$ cat config.mk
export PLATFORM = sky130hd
export DESIGN_NAME = fp_align
export DESIGN_NICKNAME = d
export VERILOG_FILES = /design/src/rtl/fp_pkg.sv /design/src/rtl/fp_unpack.sv /design/src/rtl/fp_align.sv
export SDC_FILE = /design/constraint.sdc
export NUM_CORES = 1
export LEC_CHECK = 0
export CORE_ASPECT_RATIO = 0.7
export CORE_MARGIN = 1.5
export CORE_UTILIZATION = 45
export CTS_CLUSTER_SIZE = 16
export DETAILED_ROUTE_END_ITERATION = 10
export PLACE_DENSITY_LB_ADDON = 0.2
export SLEW_MARGIN = 20
export SYNTH_ARGS = -nofsm -noshare
export SYNTH_HDL_FRONTEND = slang
export SYNTH_SLANG_ARGS = --single-unit
$ cat constraint.sdc
create_clock -name clk -period 8.1 [get_ports clk]
set_clock_uncertainty 0.2 [all_clocks]
set_input_delay 1.215 -clock clk [delete_from_list [all_inputs] [get_ports clk]]
set_output_delay 1.215 -clock clk [all_outputs]
set_load 0.005 [all_outputs]
$ cat src/rtl/fp_pkg.sv
// Shared widths, state encoding and operand layouts for the FP add/sub alignment stage.
package fp_pkg;

    localparam int unsigned EXP_W = 8;
    localparam int unsigned MAN_W = 23;
    localparam int unsigned MW    = MAN_W + 4;
    localparam int unsigned FP_W  = 1 + EXP_W + MAN_W;
    localparam int unsigned CNT_W = $clog2(MW);

    localparam int unsigned HID = MW - 1;
    localparam int unsigned G   = 2;
    localparam int unsigned R   = 1;
    localparam int unsigned S   = 0;

    typedef enum logic [1:0] {
        IDLE,
        CMP,
        SHIFT,
        DONE
    } state_t;

    typedef struct packed {
        logic             sign;
        logic [EXP_W-1:0] exp;
        logic [MAN_W-1:0] frac;
    } fp_t;

    typedef struct packed {
        logic             sign;
        logic [EXP_W-1:0] exp;
        logic [MW-1:0]    man;
    } unp_t;

endpackage

$ cat src/rtl/fp_unpack.sv
// Splits an IEEE single into sign, effective exponent and {hidden, frac, G, R, S} mantissa.
module fp_unpack
    import fp_pkg::*;
(
    input  logic [FP_W-1:0] op,
    output unp_t            unp_c
);

    fp_t f;

    assign f = fp_t'(op);

    // Denormals share the exponent-1 scale with a zero hidden bit.
    always_comb begin
        unp_c                     = '0;
        unp_c.sign                = f.sign;
        unp_c.exp                 = (f.exp == '0) ? EXP_W'(1) : f.exp;
        unp_c.man[HID]            = (f.exp != '0);
        unp_c.man[HID-1 -: MAN_W] = f.frac;
        unp_c.man[G:S]            = 3'b000;
    end

endmodule

$ cat src/rtl/fp_align.sv
// Multi-cycle operand alignment: orders by magnitude, then shifts the smaller mantissa
// right one bit per cycle while folding lost bits into sticky.
module fp_align
    import fp_pkg::*;
(
    input  logic             clk,
    input  logic             rst_n,
    input  logic             in_valid,
    output logic             in_ready,
    input  logic [FP_W-1:0]  a,
    input  logic [FP_W-1:0]  b,
    input  logic             flop,
    output logic             out_valid,
    input  logic             out_ready,
    output logic [MW-1:0]    man_big,
    output logic [MW-1:0]    man_small,
    output logic [EXP_W-1:0] exp_out,
    output logic             sign_big,
    output logic             sign_small,
    output logic             flop_out,
    output logic             swapped
);

    state_t           state, state_nxt;
    logic [FP_W-1:0]  a_q, b_q, a_nxt, b_nxt;
    logic [CNT_W-1:0] cnt, cnt_nxt;
    logic             collapse, collapse_nxt;
    logic [MW-1:0]    man_big_nxt, man_small_nxt;
    logic [EXP_W-1:0] exp_nxt;
    logic             sign_big_nxt, sign_small_nxt, flop_nxt, swapped_nxt;

    unp_t             ua_c, ub_c, big_c, small_c;
    logic             a_big_c;
    logic [EXP_W-1:0] d_c;

    fp_unpack u_unpack_a (.op(a_q), .unp_c(ua_c));
    fp_unpack u_unpack_b (.op(b_q), .unp_c(ub_c));

    // Exponent decides order, mantissa breaks ties, a wins a full tie.
    always_comb begin
        a_big_c = (ua_c.exp > ub_c.exp) ||
                  ((ua_c.exp == ub_c.exp) && (ua_c.man >= ub_c.man));
        big_c   = a_big_c ? ua_c : ub_c;
        small_c = a_big_c ? ub_c : ua_c;
        d_c     = big_c.exp - small_c.exp;
    end

    assign in_ready  = (state == IDLE);
    assign out_valid = (state == DONE);

    always_ff @(posedge clk or negedge rst_n) begin
        if (!rst_n) begin
            state <= IDLE;
        end else begin
            state <= state_nxt;
        end
    end

    always_comb begin
        state_nxt      = state;
        a_nxt          = a_q;
        b_nxt          = b_q;
        cnt_nxt        = cnt;
        collapse_nxt   = collapse;
        man_big_nxt    = man_big;
        man_small_nxt  = man_small;
        exp_nxt        = exp_out;
        sign_big_nxt   = sign_big;
        sign_small_nxt = sign_small;
        flop_nxt       = flop_out;
        swapped_nxt    = swapped;
        case (state)
            IDLE: begin
                if (in_valid) begin
                    a_nxt     = a;
                    b_nxt     = b;
                    flop_nxt  = flop;
                    state_nxt = CMP;
                end
            end
            CMP: begin
                man_big_nxt    = big_c.man;
                man_small_nxt  = small_c.man;
                exp_nxt        = big_c.exp;
                sign_big_nxt   = big_c.sign;
                sign_small_nxt = small_c.sign;
                swapped_nxt    = !a_big_c;
                collapse_nxt   = 1'b0;
                cnt_nxt        = CNT_W'(d_c);
                if (d_c == '0) begin
                    state_nxt = DONE;
                end else if (32'(d_c) >= MW) begin
                    // Everything shifts out: one cycle reduces the mantissa to sticky.
                    cnt_nxt      = CNT_W'(1);
                    collapse_nxt = 1'b1;
                    state_nxt    = SHIFT;
                end else begin
                    state_nxt = SHIFT;
                end
            end
            SHIFT: begin
                if (collapse) begin
                    man_small_nxt    = '0;
                    man_small_nxt[S] = |man_small;
                    state_nxt        = DONE;
                end else begin
                    man_small_nxt    = man_small >> 1;
                    man_small_nxt[S] = man_small[R] | man_small[S];
                    cnt_nxt          = cnt - CNT_W'(1);
                    if (cnt == CNT_W'(1)) begin
                        state_nxt = DONE;
                    end
                end
            end
            DONE: begin
                if (out_ready) begin
                    state_nxt = IDLE;
                end
            end
            default: state_nxt = IDLE;
        endcase
    end

    always_ff @(posedge clk or negedge rst_n) begin
        if (!rst_n) begin
            a_q        <= '0;
            b_q        <= '0;
            cnt        <= '0;
            collapse   <= 1'b0;
            man_big    <= '0;
            man_small  <= '0;
            exp_out    <= '0;
            sign_big   <= 1'b0;
            sign_small <= 1'b0;
            flop_out   <= 1'b0;
            swapped    <= 1'b0;
        end else begin
            a_q        <= a_nxt;
            b_q        <= b_nxt;
            cnt        <= cnt_nxt;
            collapse   <= collapse_nxt;
            man_big    <= man_big_nxt;
            man_small  <= man_small_nxt;
            exp_out    <= exp_nxt;
            sign_big   <= sign_big_nxt;
            sign_small <= sign_small_nxt;
            flop_out   <= flop_nxt;
            swapped    <= swapped_nxt;
        end
    end

endmodule

== Word level (Yosys, flattened, before mapping) ==
Cells that the tools add are included.
Storage, ports and cells
  flip-flop bits (word level): 138
  output and inout bits: 68
  word-level logic and storage cells: 59
Operators by class
  $add $sub $neg: 2
  magnitude comparators: 3
  equal/unequal tests: 9
  mux-type cells: 18
  bitwise logic cells: 1
  reduce and logical (&&, ||, !) cells: 14
Operator list (count)
  $mux 36: 2
  $pmux 27 s2: 1
  $ge 27x27->1: 1
  $reduce_or 27->1: 1
  $mux 26: 1
  $logic_not 8->1: 3
  $mux 8: 2
  $reduce_bool 8->1: 2
  $mux 5: 3
  $pmux 5 s2: 1
  $eq 8x8->1: 1
  $ge 8x5->1 const B: 1
  $gt 8x8->1: 1
  $mux 2: 4
  $pmux 2 s4: 1
  $sub 8x8->8: 1
  $eq 5x1->1 const B: 1
  $sub 5x1->5 const B: 1
  $eq 2x2->1 const B: 2
  $ne 2x2->1 const B: 2
  $reduce_and 2->1: 2
  $mux 1: 3
  $ne 3x3->1 const B: 1
  $reduce_and 3->1: 1
  8 further kinds: 8

== Logic depth before layout (Yosys ltp) ==
  depth after elaboration: 11
  depth in mapped cells: 21
  depth with buffers taken out: 18

== Hierarchy ==
Synthesis repeated with hierarchy kept, for this count alone.
Unflattened totals
  cells, all modules: 833
  area total of the unflattened synthesis: 8190.4 um2
Modules (own cells, without submodules)
  fp_align: times used 1, cells each 755, area an instance 7659.8 um2
  fp_unpack: times used 2, cells each 39, area an instance 265.3 um2

== Worst setup path before layout ==
Ideal clock, no wire load.
  path kind: flip-flop to flip-flop
  from: register a_q[28]
  to: register collapse
  library setup time: 125 ps
  arrival: 4843 ps
  data required time: 7775 ps
  path slack: 2932 ps
  cell stages (with the launch flop): 21
  buffers on the path: 3
  clock period less this slack: 5168 ps
  cell sequence: dfrtp_1 -> or4_4 -> nor4_1 -> nand2_1 -> ha_1 -> nand4_1 -> nor4_2 -> nand4_1 -> o211ai_2 -> buf_6 -> nand2_1 -> clkbuf_1 -> buf_2 -> nor3_1 -> a22oi_1 -> ha_1 -> a31o_2 -> or4_1 -> nand4b_1 -> o32ai_2 -> mux2_4
Between the ends
  word-level cells in the longest chain between the ends: 10
RTL lines
  start: declaration: line fp_align.sv:25  | logic [FP_W-1:0] a_q, b_q, a_nxt, b_nxt;
  start signal: assignment: line fp_align.sv:138  | a_q <= a_nxt;
  branches (longest 6 deep; another with $ge 27x27->1)
  $sub 8x8->8 *: line fp_align.sv:45  | d_c = big_c.exp - small_c.exp;
  $ge 8x5->1: line fp_align.sv:92  | end else if (32'(d_c) >= MW) begin
  $mux 1: line fp_align.sv:92
  $mux 1 *: line fp_align.sv:90  | if (d_c == '0) begin
  end signal: assignment: line fp_align.sv:141  | collapse <= collapse_nxt;
  end: declaration: line fp_align.sv:27  | logic collapse, collapse_nxt;
Every way passes the cells marked *.
A chain may end at the register's enable or synchronous reset.

== Worst setup path in the final report ==
  from: register a_q[27]
  to: register collapse
Same word-level chain as after synthesis.

==> results.rst <==
.. list-table::
   :header-rows: 1

   * - Metric
     - Value
   * - Outcome
     - finished clean
   * - Pin count of the biggest net entering global routing
     - 84
   * - Clock root buffer
     - sky130_fd_sc_hd__clkbuf_16
   * - Number of setup buffers added after CTS
     - 0
   * - Met1 track demand over resource in global routing
     - 38.4%
   * - Final worst-path cycle share
     - 74.0%
   * - Delay contributed by the slowest stage of the critical path
     - 0.80 ns
   * - Placed inst area
     - 9070 um^2
   * - DRC violations left
     - 0
   * - Number of cells in the finished layout apart from fillers
     - 1098
   * - Starting DRC count in detailed routing
     - 393
   * - Number of core rows
     - 39
   * - Number of max-cap violations
     - 0
   * - Cells along the critical path
     - or4_4 -> nor4_1 -> nand2_1 -> ha_1 -> nand4_1 -> nor4_2 -> a2111oi_4 -> o211ai_2 -> nand2_4 -> buf_4 -> a22oi_1 -> ha_1 -> a31o_2 -> o211a_1 -> o211ai_1 -> o32ai_2 -> mux2_4
   * - Overall fraction of global-route tracks in use
     - 24.3%
   * - Mean instance size in the synthesized netlist
     - 10.2 um^2
   * - Finished Cell Area
     - 9670 um^2
   * - Crit path to
     - collapse
   * - Max_slew headroom
     - 29.9%
   * - Post-synthesis cell count
     - 747
   * - Source of the worst register-to-register timing path
     - a_q[27]
   * - LEAKAGE
     - 0.00425 uW
   * - Post-place setup slack
     - 2.22 ns
   * - Max VDD drop
     - 432 uV
   * - Cell Pwr Density
     - 539 nW/um^2
   * - Kind of end point of the critical path
     - register
   * - I/O Pins
     - 137
   * - Die width
     - 159 um
   * - Crit-path most repeated cell
     - sky130_fd_sc_hd__ha_1
   * - Count of antenna diodes in the layout
     - 0
   * - Insertion delay to the later sink of the worst-skew pair
     - 0.43 ns
   * - Post-synthesis async set-or-reset flop share
     - 100%
   * - TritonCTS clock tree
     - done
   * - Die footprint
     - 17800 um^2
   * - Count of buffer and inverter cells on the critical path
     - 1
   * - Critical-path top delay cell
     - sky130_fd_sc_hd__buf_4
   * - DP Cell Count
     - 1066
   * - Post-synthesis sequential area ratio
     - 44.3%
   * - Number of clock buffers inserted by TritonCTS
     - 17
   * - Transition time of the tightest slew-check pin
     - 1.05 ns
   * - Number of optimization iterations in the first detailed-route pass
     - 5
   * - Via density per instance
     - 5.53
   * - Most used DFF post-synth
     - sky130_fd_sc_hd__dfrtp_1
   * - Final Critical Period
     - 5.99 ns
   * - Global route hottest layer
     - met1
   * - Met2 track demand over resource in global routing
     - 32.5%
   * - Number of library cell types mapped by synthesis
     - 70
   * - Deepest level of the CTS H-tree
     - 4
   * - Most common cell after layout, fill and taps aside
     - sky130_fd_sc_hd__dfrtp_1
   * - Unrepaired setup endpoints after global routing
     - false
   * - Hpwl dp
     - 14800 um
   * - PnR worst setup slack
     - 2.11 ns
   * - Hold slack final
     - 0.310 ns
   * - Leading cell types in the layout, fill and taps excluded
     - sky130_fd_sc_hd__dfrtp_1 (135), sky130_fd_sc_hd__clkdlybuf4s50_1 (132), sky130_fd_sc_hd__mux2_2 (92)
   * - Class of the most critical setup path
     - reg2reg
   * - Biggest fanout along the worst timing path
     - 83
   * - Max Freq
     - 167 MHz
   * - Fraction of layout cells with a size suffix above 1
     - 17.8%
   * - Terminus of the critical flop-to-flop path
     - collapse
   * - First-pass GRT wire length
     - 32500 um
   * - Total of cells resized after clock tree synthesis
     - 0
   * - DR WL/cell
     - 18.9 um
   * - Summed instance area of the synthesized netlist
     - 7630 um^2
   * - Area used by multi-input combinational logic
     - 3890 um^2
   * - Y dimension of the die
     - 112 um
   * - Final total negative setup slack
     - 0 ns
   * - Number of flip-flops and latches in the synthesized netlist
     - 135
   * - Syn-to-layout area delta
     - 26.8%
   * - Effective utilization at floorplan
     - 46.4%
   * - Worst Path Required
     - 8.21 ns
   * - Delay-heaviest family, CP
     - compound AO/OA/AOI/OAI gates
   * - Number of antenna violations at the first check in global routing
     - 1
   * - Remaining Overflow, GRT
     - 0
   * - Worst hold path type
     - reg2reg
   * - Post-layout net count
     - 968
   * - Bufs on Longest Clock Path
     - 2
   * - Start point of the critical path
     - a_q[27]
   * - Layout filler cell count
     - 1384
   * - Number of sinks on the clock net
     - 135
   * - CP Data Arrival Time
     - 6.10 ns
   * - Synth warn
     - 0
   * - Area of the core region
     - 16400 um^2
   * - Vias in the first global route
     - 5977
   * - Met3 Resource Use GR
     - 5.57%
   * - Number of endpoints failing setup at the final stage
     - 0
   * - Type of origin of the critical path
     - register
   * - Hold buffer count at cts
     - 0
   * - Number of slew-limit violations in the final report
     - 0
   * - Clock input transition at the sequential cells of the worst setup and hold paths
     - 0.06 ns
   * - Wire length after detailed routing
     - 20800 um
   * - Number of cells on the critical path
     - 17
   * - I/O Buffers
     - 133
   * - Number of flops mapped to enable cells by yosys
     - 0
   * - Residual antenna-violating net count after detailed routing
     - 0
   * - Number of hold violations in the final report
     - 0
   * - Register-to-register path setup slack
     - 2.11 ns
   * - Detailed-route via count
     - 6075
   * - Length in cells of the worst reg-to-reg path
     - 17
   * - Final estimated routing congestion in global placement
     - 0.921
   * - Footprint of the flip-flops and latches
     - 3380 um^2
-- registers in the layout, summed over array words and instances, names as in the netlist, 2 cells and up --
| register | cells |
|---|---|
| man_big | 24 |
| a_q | 32 |
| exp_out | 8 |
| state | 2 |
| b_q | 32 |
| cnt | 5 |
| man_small | 27 |
-- stage by stage --
step           utilization (%)  power (uW)
2_1_floorplan                -        3390
3_3_place_gp              55.2        4310
3_5_place_dp              55.2        4380
4_1_cts                   58.8        5200
5_1_grt                   58.8        5590
6_report                  58.8        5210
-- final cells by class --
class,instances,area share [%]
Sequential cell,135,34.9
Timing Repair Buffer,138,14.2
Tap cell,225,2.91
Clock buffer,17,4.40
Clock inverter,15,1.72
Multi-Input combinational cell,526,40.2
Inverter,42,1.63
-- power by group --
part | internal, uW | total, uW | switching (uW)
Combinational | 1420 | 3080 | 1660
Clock | 459 | 785 | 326
Sequential | 1020 | 1350 | 331
-- worst min-delay path by stage --
stage / cells past startpoint / from / end / slack (ns)
after global placement: 1 / flop_out / flop_out / 0.29
after detailed placement: 1 / flop_out / flop_out / 0.30
after CTS: 1 / flop_out / flop_out / 0.31
after floorplan: 2 / cnt[1] / cnt[1] / 0.28
final: 1 / flop_out / flop_out / 0.31
after global routing: 1 / flop_out / flop_out / 0.32
-- cell usage after synthesis (2+ instances only) --
| cell | number | area (um^2) |
|---|---|---|
| sky130_fd_sc_hd__o21ai_0 | 38 | 190 |
| sky130_fd_sc_hd__and2_1 | 2 | 12.5 |
| sky130_fd_sc_hd__xnor2_1 | 2 | 17.5 |
| sky130_fd_sc_hd__nor3_1 | 10 | 50.1 |
| sky130_fd_sc_hd__nor2_1 | 75 | 282 |
| sky130_fd_sc_hd__inv_1 | 42 | 158 |
| sky130_fd_sc_hd__mux2i_1 | 32 | 320 |
| sky130_fd_sc_hd__and2b_2 | 2 | 17.5 |
| sky130_fd_sc_hd__nand4_1 | 6 | 37.5 |
| sky130_fd_sc_hd__a2111oi_4 | 2 | 55.1 |
| sky130_fd_sc_hd__a21o_1 | 5 | 37.5 |
| sky130_fd_sc_hd__nand3_1 | 7 | 35.0 |
| sky130_fd_sc_hd__buf_1 | 3 | 11.3 |
| sky130_fd_sc_hd__nand2b_1 | 6 | 37.5 |
| sky130_fd_sc_hd__buf_2 | 4 | 20.0 |
| sky130_fd_sc_hd__a22oi_1 | 2 | 15.0 |
| sky130_fd_sc_hd__clkbuf_1 | 31 | 116 |
| sky130_fd_sc_hd__o2bb2ai_1 | 2 | 17.5 |
| sky130_fd_sc_hd__nor4b_1 | 2 | 17.5 |
| sky130_fd_sc_hd__nor4_1 | 8 | 50.1 |
| sky130_fd_sc_hd__o221ai_1 | 3 | 26.3 |
| sky130_fd_sc_hd__a22o_1 | 3 | 26.3 |
| sky130_fd_sc_hd__buf_6 | 2 | 22.5 |
| sky130_fd_sc_hd__dfrtp_1 | 135 | 3380 |
| sky130_fd_sc_hd__and3_2 | 2 | 15.0 |
| sky130_fd_sc_hd__a21oi_1 | 76 | 380 |
| sky130_fd_sc_hd__a211oi_1 | 2 | 15.0 |
| sky130_fd_sc_hd__mux2_2 | 92 | 1040 |
| sky130_fd_sc_hd__and2_2 | 2 | 15.0 |
| sky130_fd_sc_hd__o211a_1 | 3 | 30.0 |
| sky130_fd_sc_hd__ha_1 | 39 | 488 |
| sky130_fd_sc_hd__o211ai_1 | 6 | 45.0 |
| sky130_fd_sc_hd__nand2_1 | 48 | 180 |
| sky130_fd_sc_hd__buf_4 | 4 | 30.0 |
| sky130_fd_sc_hd__or2b_1 | 2 | 15.0 |
| sky130_fd_sc_hd__o21bai_1 | 2 | 15.0 |
| sky130_fd_sc_hd__and2_0 | 2 | 12.5 |
| sky130_fd_sc_hd__o22ai_1 | 2 | 12.5 |
| sky130_fd_sc_hd__a211o_1 | 3 | 26.3 |
| sky130_fd_sc_hd__nor2b_1 | 8 | 50.1 |
-- layer usage --
metal	vias up	wire, um
met5	-	13
met4	2	340
met3	25	1190
met2	186	8420
met1	2994	10800
li1	2868	-
-- cells by family (layout without fill, tap and decap cells) --
group	after synthesis	count (layout)	share of synthesized area, %
fa+ha+maj	39	39	6.40
other cells	1	3	0.0492
simple gates	193	193	12.2
mux	125	125	18.0
flops	135	135	44.3
xor+xnor	2	2	0.230
compound gates	164	164	13.9
buf+inv	88	212	5.00
(Power assumes the default switching activity.)
